[config.mk]
export PLATFORM = sky130hd
export DESIGN_NAME = front_panel_controller
export DESIGN_NICKNAME = d
export VERILOG_FILES = /design/src/rtl/front_panel_pkg.sv /design/src/rtl/front_panel_if.sv /design/src/rtl/panel_switch_debounce.sv /design/src/rtl/front_panel_controller.sv
export SDC_FILE = /design/constraint.sdc
export NUM_CORES = 1
export LEC_CHECK = 0
export CAP_MARGIN = 5
export CORE_ASPECT_RATIO = 0.75
export CORE_MARGIN = 10
export CORE_UTILIZATION = 53
export CTS_BUF_LIST = sky130_fd_sc_hd__clkbuf_16
export DETAILED_ROUTE_END_ITERATION = 7
export GPL_ROUTABILITY_DRIVEN = 0
export HOLD_SLACK_MARGIN = 0.06
export PLACE_DENSITY = 0.74
export SYNTH_ARGS = -nofsm -noshare
export SYNTH_HDL_FRONTEND = slang
export SYNTH_SLANG_ARGS = --single-unit
[constraint.sdc]
create_clock -name clk -period 3.4 [get_ports clk]
set_input_delay 0.34 -clock clk [delete_from_list [all_inputs] [get_ports clk]]
set_output_delay 0.34 -clock clk [all_outputs]
set_load 0.01 [all_outputs]
[src/rtl/front_panel_pkg.sv]
// Shared constants for the front-panel controller:
// switch codes, LED bank layout and default sizes.
package front_panel_pkg;

  localparam logic [1:0] SW_CENTRE = 2'b00;
  localparam logic [1:0] SW_UP     = 2'b01;
  localparam logic [1:0] SW_DOWN   = 2'b10;

  localparam int LED_STATUS_LO = 0;
  localparam int LED_STATUS_HI = 9;
  localparam int LED_DATA_LO   = 10;
  localparam int LED_DATA_HI   = 17;
  localparam int LED_WAIT      = 18;
  localparam int LED_HLDA      = 19;
  localparam int LED_ADDR_LO   = 20;
  localparam int LED_ADDR_HI   = 35;

  localparam int DEF_NUM_SW  = 25;
  localparam int DEF_NUM_LED = 36;

endpackage

[src/rtl/front_panel_if.sv]
// One panel switch: raw pin code in,
// debounced code and action pulses out.
interface front_panel_if;
  logic [1:0] raw;
  logic [1:0] stable;
  logic       up;
  logic       down;

  modport master (
    output raw,
    input  stable, up, down
  );

  modport slave (
    input  raw,
    output stable, up, down
  );
endinterface

[src/rtl/panel_switch_debounce.sv]
// Synchroniser, debounce counter and up/down
// action pulses for a single two-bit switch.
module panel_switch_debounce
  import front_panel_pkg::*;
#(
  parameter int DEBOUNCE_CYCLES = 50000
) (
  input  logic         clk,
  input  logic         reset_n,
  front_panel_if.slave bus
);

  localparam int CW = $clog2(DEBOUNCE_CYCLES);
  localparam logic [CW-1:0] LAST = CW'(DEBOUNCE_CYCLES - 1);

  logic [1:0]    sync1, sync2;
  logic [1:0]    s;
  logic [1:0]    cand, stable;
  logic [CW-1:0] cnt;
  logic          up, down;

  // an illegal 11 is folded to centre right after the synchroniser
  assign s = (sync2 == 2'b11) ? SW_CENTRE : sync2;

  always_ff @(posedge clk or negedge reset_n) begin
    if (!reset_n) begin
      sync1  <= '0;
      sync2  <= '0;
      cand   <= SW_CENTRE;
      stable <= SW_CENTRE;
      cnt    <= '0;
      up     <= 1'b0;
      down   <= 1'b0;
    end else begin
      sync1 <= bus.raw;
      sync2 <= sync1;
      up    <= 1'b0;
      down  <= 1'b0;
      if (s != cand) begin
        cand <= s;
        cnt  <= '0;
      end else if (cand == stable) begin
        cnt <= '0;
      end else if (cnt == LAST) begin
        stable <= cand;
        cnt    <= '0;
        up     <= (cand == SW_UP);
        down   <= (cand == SW_DOWN);
      end else begin
        cnt <= cnt + 1'b1;
      end
    end
  end

  assign bus.stable = stable;
  assign bus.up     = up;
  assign bus.down   = down;

endmodule

[src/rtl/front_panel_controller.sv]
// Panel switch debouncing plus registered LED bank
// with switch mirroring, per-LED blink and lamp test.
module front_panel_controller
  import front_panel_pkg::*;
#(
  parameter int NUM_SW          = DEF_NUM_SW,
  parameter int NUM_LED         = DEF_NUM_LED,
  parameter int DEBOUNCE_CYCLES = 50000,
  parameter int BLINK_DIV       = 12500000,
  parameter int MIRROR_BASE     = 20
) (
  input  logic                clk,
  input  logic                reset_n,
  input  logic [2*NUM_SW-1:0] sw_raw,
  output logic [2*NUM_SW-1:0] sw_stable,
  output logic [NUM_SW-1:0]   sw_up_pulse,
  output logic [NUM_SW-1:0]   sw_down_pulse,
  input  logic [NUM_LED-1:0]  led_src,
  input  logic [NUM_LED-1:0]  led_blink_en,
  input  logic                mirror_mode,
  input  logic                lamp_test,
  output logic [NUM_LED-1:0]  leds
);

  localparam int BW = $clog2(BLINK_DIV);

  for (genvar i = 0; i < NUM_SW; i++) begin : g_sw
    front_panel_if bus ();
    assign bus.raw = sw_raw[2*i +: 2];
    panel_switch_debounce #(
      .DEBOUNCE_CYCLES(DEBOUNCE_CYCLES)
    ) u_db (
      .clk    (clk),
      .reset_n(reset_n),
      .bus    (bus)
    );
    assign sw_stable[2*i +: 2] = bus.stable;
    assign sw_up_pulse[i]      = bus.up;
    assign sw_down_pulse[i]    = bus.down;
  end

  logic [BW-1:0] blink_cnt;
  logic          phase;

  always_ff @(posedge clk or negedge reset_n) begin
    if (!reset_n) begin
      blink_cnt <= '0;
      phase     <= 1'b0;
    end else if (blink_cnt == BW'(BLINK_DIV - 1)) begin
      blink_cnt <= '0;
      phase     <= ~phase;
    end else begin
      blink_cnt <= blink_cnt + 1'b1;
    end
  end

  logic [NUM_LED-1:0] mir, mir_en;

  // only LEDs that land on a real switch are mirrored
  for (genvar j = 0; j < NUM_LED; j++) begin : g_mir
    if (j >= MIRROR_BASE && j < MIRROR_BASE + NUM_SW) begin : g_on
      assign mir[j]    = |sw_stable[2*(j-MIRROR_BASE) +: 2];
      assign mir_en[j] = 1'b1;
    end else begin : g_off
      assign mir[j]    = 1'b0;
      assign mir_en[j] = 1'b0;
    end
  end

  logic [NUM_LED-1:0] base, v;

  always_comb begin
    base = led_src;
    v    = '1;
    if (mirror_mode)
      base = (mir_en & mir) | (~mir_en & led_src);
    if (!lamp_test)
      v = base & (~led_blink_en | {NUM_LED{phase}});
  end

  always_ff @(posedge clk or negedge reset_n) begin
    if (!reset_n) leds <= '0;
    else          leds <= v;
  end

endmodule

==> flow_metrics.env, run 1 <==
export IMPL_grt_pass1_wl_microns=106000
export IMPL_ctsRootBufferMaster="clkbuf_16"
export IMPL_synth_edf_count=0
export IMPL_io_pin_count=262
export IMPL_period_minus_slack_ns=2.30
export IMPL_dieWidth_microns=299
export IMPL_finalSetupViolCount=0
export IMPL_cts_made_buffers=71
export IMPL_rsz0062_at_grt="no"
export IMPL_cts_path_max_buffers=3
export IMPL_skew_ns=0.0197
export IMPL_coreArea_sq_um=57600
export IMPL_n_antenna_cell=0
export IMPL_htreeDepth=3
export IMPL_dieArea_sq_um=68600
export IMPL_path_max_fanout=15
export IMPL_layout_nets=3347
export IMPL_antenna_found_initial=4
export IMPL_syn_to_final_growth_pct=18.3
export IMPL_die_height_microns=229
export IMPL_crit_type="flop to flop"
export IMPL_power_w=0.0172
export IMPL_drtPass1Iterations=5
export IMPL_syn_inst=2927
export IMPL_outcome="finished clean"
export IMPL_ys_seq_area_share_pct=57.5
export IMPL_vias=21312
export IMPL_tns_ns=0
export IMPL_cts_resized=0
export IMPL_period_share_pct=67.6
export IMPL_end_kind="flop"
export IMPL_pwr_density_cell_nw_per_um2=469
export IMPL_hold_depth=1
export IMPL_final_cell_mix="dfrtp_1, nor2_1, clkdlybuf4s50_1, xor2_1, nand2_1"
export IMPL_drive_gt1_share_pct=5.66
export IMPL_ir_drop_uv=350
export IMPL_maxCapViolCount=0
export IMPL_track_usage_pct=18.2
export IMPL_worstMarginPinSlew_ns=1.06
export IMPL_fillers=4484
export IMPL_synth_cell_types=56
export IMPL_path_clk_slew_ns=0.06
export IMPL_place_area_sq_um=34300
export IMPL_insertion_delay_ns=0.59
export IMPL_cts_post_setup_buffers_inserted=0
export IMPL_yosys_warnings=0
export IMPL_grt_pass1_vias=21497
export IMPL_place_hpwl_microns=44200
export IMPL_drcViolationCount=0
export IMPL_syn_nets=3079
export IMPL_wirelength_microns=62800
export IMPL_required_ns=3.85
export IMPL_start_util_pct=53.7
export IMPL_final_area_sq_um=36600
export IMPL_cp_start_kind="flop"
export IMPL_syn_area_sq_um=30900
export IMPL_ctsHoldBuffers=1
export IMPL_avgViaCountPerCell=5.29
export IMPL_slew_headroom_pct=29.2
export IMPL_port_buffers=261
export IMPL_hold_path_class="input port to flop"
export IMPL_hold_viol=0
export IMPL_clock_sinks=711
export IMPL_ys_async_sr_fraction_pct=100
export IMPL_cellLeakagePower_nw=15.9
export IMPL_syn_avg_cell_area_sq_um=10.6
export IMPL_slew_violations=0
export IMPL_synth_seq_cells=711
export IMPL_detail_route_antenna_nets=0
export IMPL_overflow=0
export IMPL_rows=76
export IMPL_drt_iter0_drc=1324
export IMPL_ys_flop_type="dfrtp_1"
export IMPL_cts_tree="built"
export IMPL_grt_max_degree=92
export IMPL_wl_per_cell_microns=15.6
export IMPL_layout_commonest_cell="dfrtp_1"
export IMPL_r2r_worst_path_cells=4
export IMPL_cp_data_arrival_time_ns=2.75
export IMPL_fmax_mhz=435
[path summary, 6_finish.rpt]
| path | startpoint | end | slack [ns] |
|---|---|---|---|
| worst max-delay path | g_sw[0].u_db.cnt[11]$_DFF_PN0_ | g_sw[0].u_db.cnt[7]$_DFF_PN0_ | 1.10 |
| worst min-delay path | sw_raw[27] | g_sw[13].u_db.sync1[1]$_DFF_PN0_ | 0.18 |
| worst max register to register | g_sw[0].u_db.cnt[11]$_DFF_PN0_ | g_sw[0].u_db.cnt[7]$_DFF_PN0_ | 1.10 |
| worst min register to register | g_sw[21].u_db.sync1[1]$_DFF_PN0_ | g_sw[21].u_db.sync2[1]$_DFF_PN0_ | 0.34 |
| max in group asynchronous | reset_n | g_sw[0].u_db.cnt[7]$_DFF_PN0_ | 2.01 |
| min in group asynchronous | reset_n | g_sw[21].u_db.cnt[3]$_DFF_PN0_ | 0.40 |
[area by class of cell]
class | count | area [sq um] | area share [%]
Sequential cell | 711 | 17800 | 48.6
Multi-Input combinational cell | 2030 | 12200 | 33.4
Timing Repair Buffer | 288 | 2930 | 8.01
Clock buffer | 76 | 1900 | 5.20
Tap cell | 780 | 976 | 2.67
Clock inverter | 54 | 412 | 1.12
Inverter | 93 | 349 | 0.954
[routing by layer]
| metal | track usage (%) | share of wire [%] |
|---|---|---|
| met5 | 0 | 0.070 |
| met3 | 4.46 | 4.9 |
| met4 | 5.74 | 2.6 |
| met1 | 23.6 | 45 |
| met2 | 29.9 | 48 |
[per-stage QoR]
| step | std cells | hold slack [ns] | setup WS [ns] | utilization [%] |
|---|---|---|---|---|
| 2_1_floorplan | 2927 | 0.0444 | 1.50 | - |
| 5_1_grt | 4032 | 0.131 | 0.875 | 63.5 |
| 3_5_place_dp | 3901 | 0.335 | 1.12 | 59.5 |
| 6_report | 4032 | 0.179 | 1.10 | 63.5 |
| 3_3_place_gp | 3901 | 0.333 | 1.24 | 59.5 |
| 4_1_cts | 4032 | 0.135 | 1.10 | 63.5 |
[flip-flops by register name, indices dropped and copies added (netlist names)]
| register | flops |
|---|---|
| g_sw.u_db.cand | 50 |
| g_sw.u_db.cnt | 400 |
| g_sw.u_db.bus.stable | 50 |
| phase | 1 |
| g_sw.u_db.bus.down | 25 |
| g_sw.u_db.sync2 | 50 |
| blink_cnt | 24 |
| g_sw.u_db.sync1 | 50 |
| g_sw.u_db.bus.up | 25 |
| leds | 36 |
[Yosys cell counts, types with 27 or more instances]
| cell type | n | share of area (%) |
|---|---|---|
| inv_1 | 93 | 1.1 |
| nor2_1 | 527 | 6.4 |
| nand3_1 | 154 | 2.5 |
| dfrtp_1 | 711 | 57 |
| xnor2_1 | 169 | 4.8 |
| nor4_1 | 31 | 0.63 |
| and3_1 | 89 | 1.8 |
| and2_1 | 28 | 0.57 |
| nor2b_1 | 71 | 1.4 |
| and4_1 | 39 | 1.1 |
| xor2_1 | 207 | 5.9 |
| nand2_1 | 176 | 2.1 |
| nand4_1 | 86 | 1.7 |
| clkbuf_1 | 27 | 0.33 |
| buf_4 | 55 | 1.3 |
| nor3_1 | 89 | 1.4 |
| nand2b_1 | 73 | 1.5 |
| a21o_1 | 43 | 1.0 |
[kinds of logic (layout without fill, tap and decap cells)]
| logic type | after synthesis | count (layout) | share of synthesized area, % |
|---|---|---|---|
| xor+xnor | 376 | 376 | 10.6 |
| compound gates | 149 | 149 | 3.40 |
| buf+inv | 186 | 511 | 2.97 |
| simple gates | 1454 | 1454 | 23.5 |
| flops | 711 | 711 | 57.5 |
| mux | 25 | 25 | 0.906 |
| fa+ha+maj | 26 | 26 | 1.05 |
[power breakdown]
part	total [W]	internal, W	switching, W
clock network	0.00773	0.00450	0.00323
registers	0.00871	0.00861	0.000100
logic	0.000715	0.000305	0.000410
total	0.0172	0.0134	0.00375
[critical path: stages, from the launching register on]
cell and delay [ns]:
dfrtp_1 0.43, or4b_1 0.51, nor4_1 0.57, nand2b_1 0.54, nor2_1 0.11
Note: power is estimated with default switching activity, not from simulation.
==> run 2, diff against run 1 <==
PLACE_DENSITY = 0.77   (was 0.74)
clock period = 1.9 ns   (was 3.4 ns; I/O delays follow)
==> run 2 against run 1 <==
  * The flow now finishes with violations (setup timing)
  * Combinational power increased by 120%
  * Routed wire length up 8.0%
  * Sequential share of layout area fell by 2.6 points
  * Largest power group unchanged
  * Sequential power is 79% higher
==> flow_metrics.env, run 2 (synthesis results as in run 1) <==
export IMPL_grt_max_degree=93
export IMPL_grt_pass1_vias=23403
export IMPL_finalSetupViolCount=6
export IMPL_setup_ws_ns=-0.0798
export IMPL_path_clk_slew_ns=0.06
export IMPL_n_antenna_cell=0
export IMPL_dieWidth_microns=299
export IMPL_layout_commonest_cell="dfrtp_1"
export IMPL_cp_data_arrival_time_ns=2.47
export IMPL_drt_iter0_drc=1291
export IMPL_die_height_microns=229
export IMPL_overflow=0
export IMPL_crit_slowest_cell="or4b_4"
export IMPL_cellLeakagePower_nw=17.1
export IMPL_wirelength_microns=67900
export IMPL_cts_path_max_buffers=3
export IMPL_violations="setup timing"
export IMPL_pwr_density_cell_nw_per_um2=835
export IMPL_crit_family="simple AND/OR/NAND/NOR gates"
export IMPL_hold_path_class="input port to flop"
export IMPL_rows=76
export IMPL_fmax_mhz=505
export IMPL_layout_nets=3524
export IMPL_place_inst=4018
export IMPL_max_stage_delay_ns=0.55
export IMPL_grt_use_met1_pct=25.4
export IMPL_htreeDepth=3
export IMPL_wl_per_cell_microns=16.1
export IMPL_place_hpwl_microns=47000
export IMPL_r2r_slack_ns=-0.08
export IMPL_worstMarginPinSlew_ns=0.585
export IMPL_required_ns=2.39
export IMPL_avgViaCountPerCell=5.31
export IMPL_period_minus_slack_ns=1.98
export IMPL_drcViolationCount=0
export IMPL_drive_gt1_share_pct=10.3
export IMPL_rsz0062_at_grt="yes"
export IMPL_path_buf_inv=0
export IMPL_final_cells=4206
export IMPL_grt_pass1_wl_microns=115000
export IMPL_period_share_pct=104
export IMPL_largest_reg_flops=400
export IMPL_ir_drop_uv=621
export IMPL_top_register="g_sw.u_db.cnt"
export IMPL_port_buffers=261
export IMPL_drtPass1Iterations=5
export IMPL_cp_start_kind="flop"
export IMPL_slew_violations=0
export IMPL_met3_usage_pct=4.03
export IMPL_skew_ns=0.0188
export IMPL_crit_type="flop to flop"
export IMPL_busiest_layer="met2"
export IMPL_coreArea_sq_um=57600
export IMPL_hold_viol=0
export IMPL_whs_ns=0.101
export IMPL_clock_sinks=711
export IMPL_cts_tree="built"
export IMPL_cp_cell_sequence="or4b_4 > or4_4 > nor3_4 > nand2_1 > a21o_2"
export IMPL_syn_to_final_growth_pct=25.1
export IMPL_detail_route_antenna_nets=0
export IMPL_grt_met2_usage_pct=33.7
export IMPL_track_usage_pct=19.9
export IMPL_cts_made_buffers=72
export IMPL_dieArea_sq_um=68600
export IMPL_insertion_delay_ns=0.61
export IMPL_antenna_found_initial=2
export IMPL_start_util_pct=53.7
export IMPL_end_kind="flop"
export IMPL_outcome="finished, violations left"
export IMPL_path_max_fanout=3
export IMPL_vias=22329
export IMPL_maxCapViolCount=0
export IMPL_final_cell_mix="dfrtp_1, nor2_1, clkdlybuf4s50_1, xor2_1, nand2_1"
export IMPL_final_area_sq_um=38700
export IMPL_tns_ns=-0.268
export IMPL_final_core_util_pct=67.2
export IMPL_io_pin_count=262
export IMPL_ctsRootBufferMaster="clkbuf_16"
export IMPL_slew_headroom_pct=60.7
export IMPL_place_area_sq_um=35300
-- run 2: report_power, final --
group	internal [W]	switching, W
logic	0.000746	0.000808
registers	0.0154	0.000180
clock network	0.00933	0.00586
-- run 2: per-stage QoR --
step           power (W)  setup slack (ns)
6_report          0.0323           -0.0798
5_1_grt           0.0336            -0.130
4_1_cts           0.0327           -0.0852
3_5_place_dp      0.0173           -0.0987
3_3_place_gp      0.0172           -0.0433
2_1_floorplan     0.0163            0.0193
-- run 2: metal layers --
layer	wire length (microns)	share of wire (%)
met1	29500	44
met2	33700	50
met3	2970	4.4
met4	1660	2.5
met5	7	0.010
-- run 2: repair_timing --
action | in CTS | in global routing
endpoints found under the hold margin | 587 | 0
cloned | 0 | 1
pin swaps | 7 | 11
hold buffers | 52 | 0
gates resized for setup | 13 | 58
setup endpoints to repair | 29 | 144
setup buffers | 1 | 7
-- run 2: cell type report --
class | count | area (sq um)
tap | 780 | 976
multi-input combinational | 2030 | 12500
clock buffer | 77 | 1930
timing repair buffer | 464 | 4520
sequential | 711 | 17800
fill | 4256 | 18900
clock inverter | 51 | 606
inverter | 93 | 349
-- run 2: path summary, 6_finish.rpt --
| check | end | start | cells past startpoint |
|---|---|---|---|
| setup reg to reg | g_sw[10].u_db.bus.stable[1]$_DFFE_PN0P_ | g_sw[10].u_db.cnt[13]$_DFF_PN0_ | 5 |
| max in group asynchronous | g_sw[0].u_db.cnt[4]$_DFF_PN0_ | reset_n | 4 |
| hold reg to reg | g_sw[20].u_db.sync2[1]$_DFF_PN0_ | g_sw[20].u_db.sync1[1]$_DFF_PN0_ | 0 |
| hold / removal | g_sw[14].u_db.sync1[0]$_DFF_PN0_ | sw_raw[28] | 1 |
| setup / recovery | g_sw[10].u_db.bus.stable[1]$_DFFE_PN0P_ | g_sw[10].u_db.cnt[13]$_DFF_PN0_ | 5 |
| min in group asynchronous | g_sw[19].u_db.cand[0]$_DFFE_PN0N_ | reset_n | 3 |
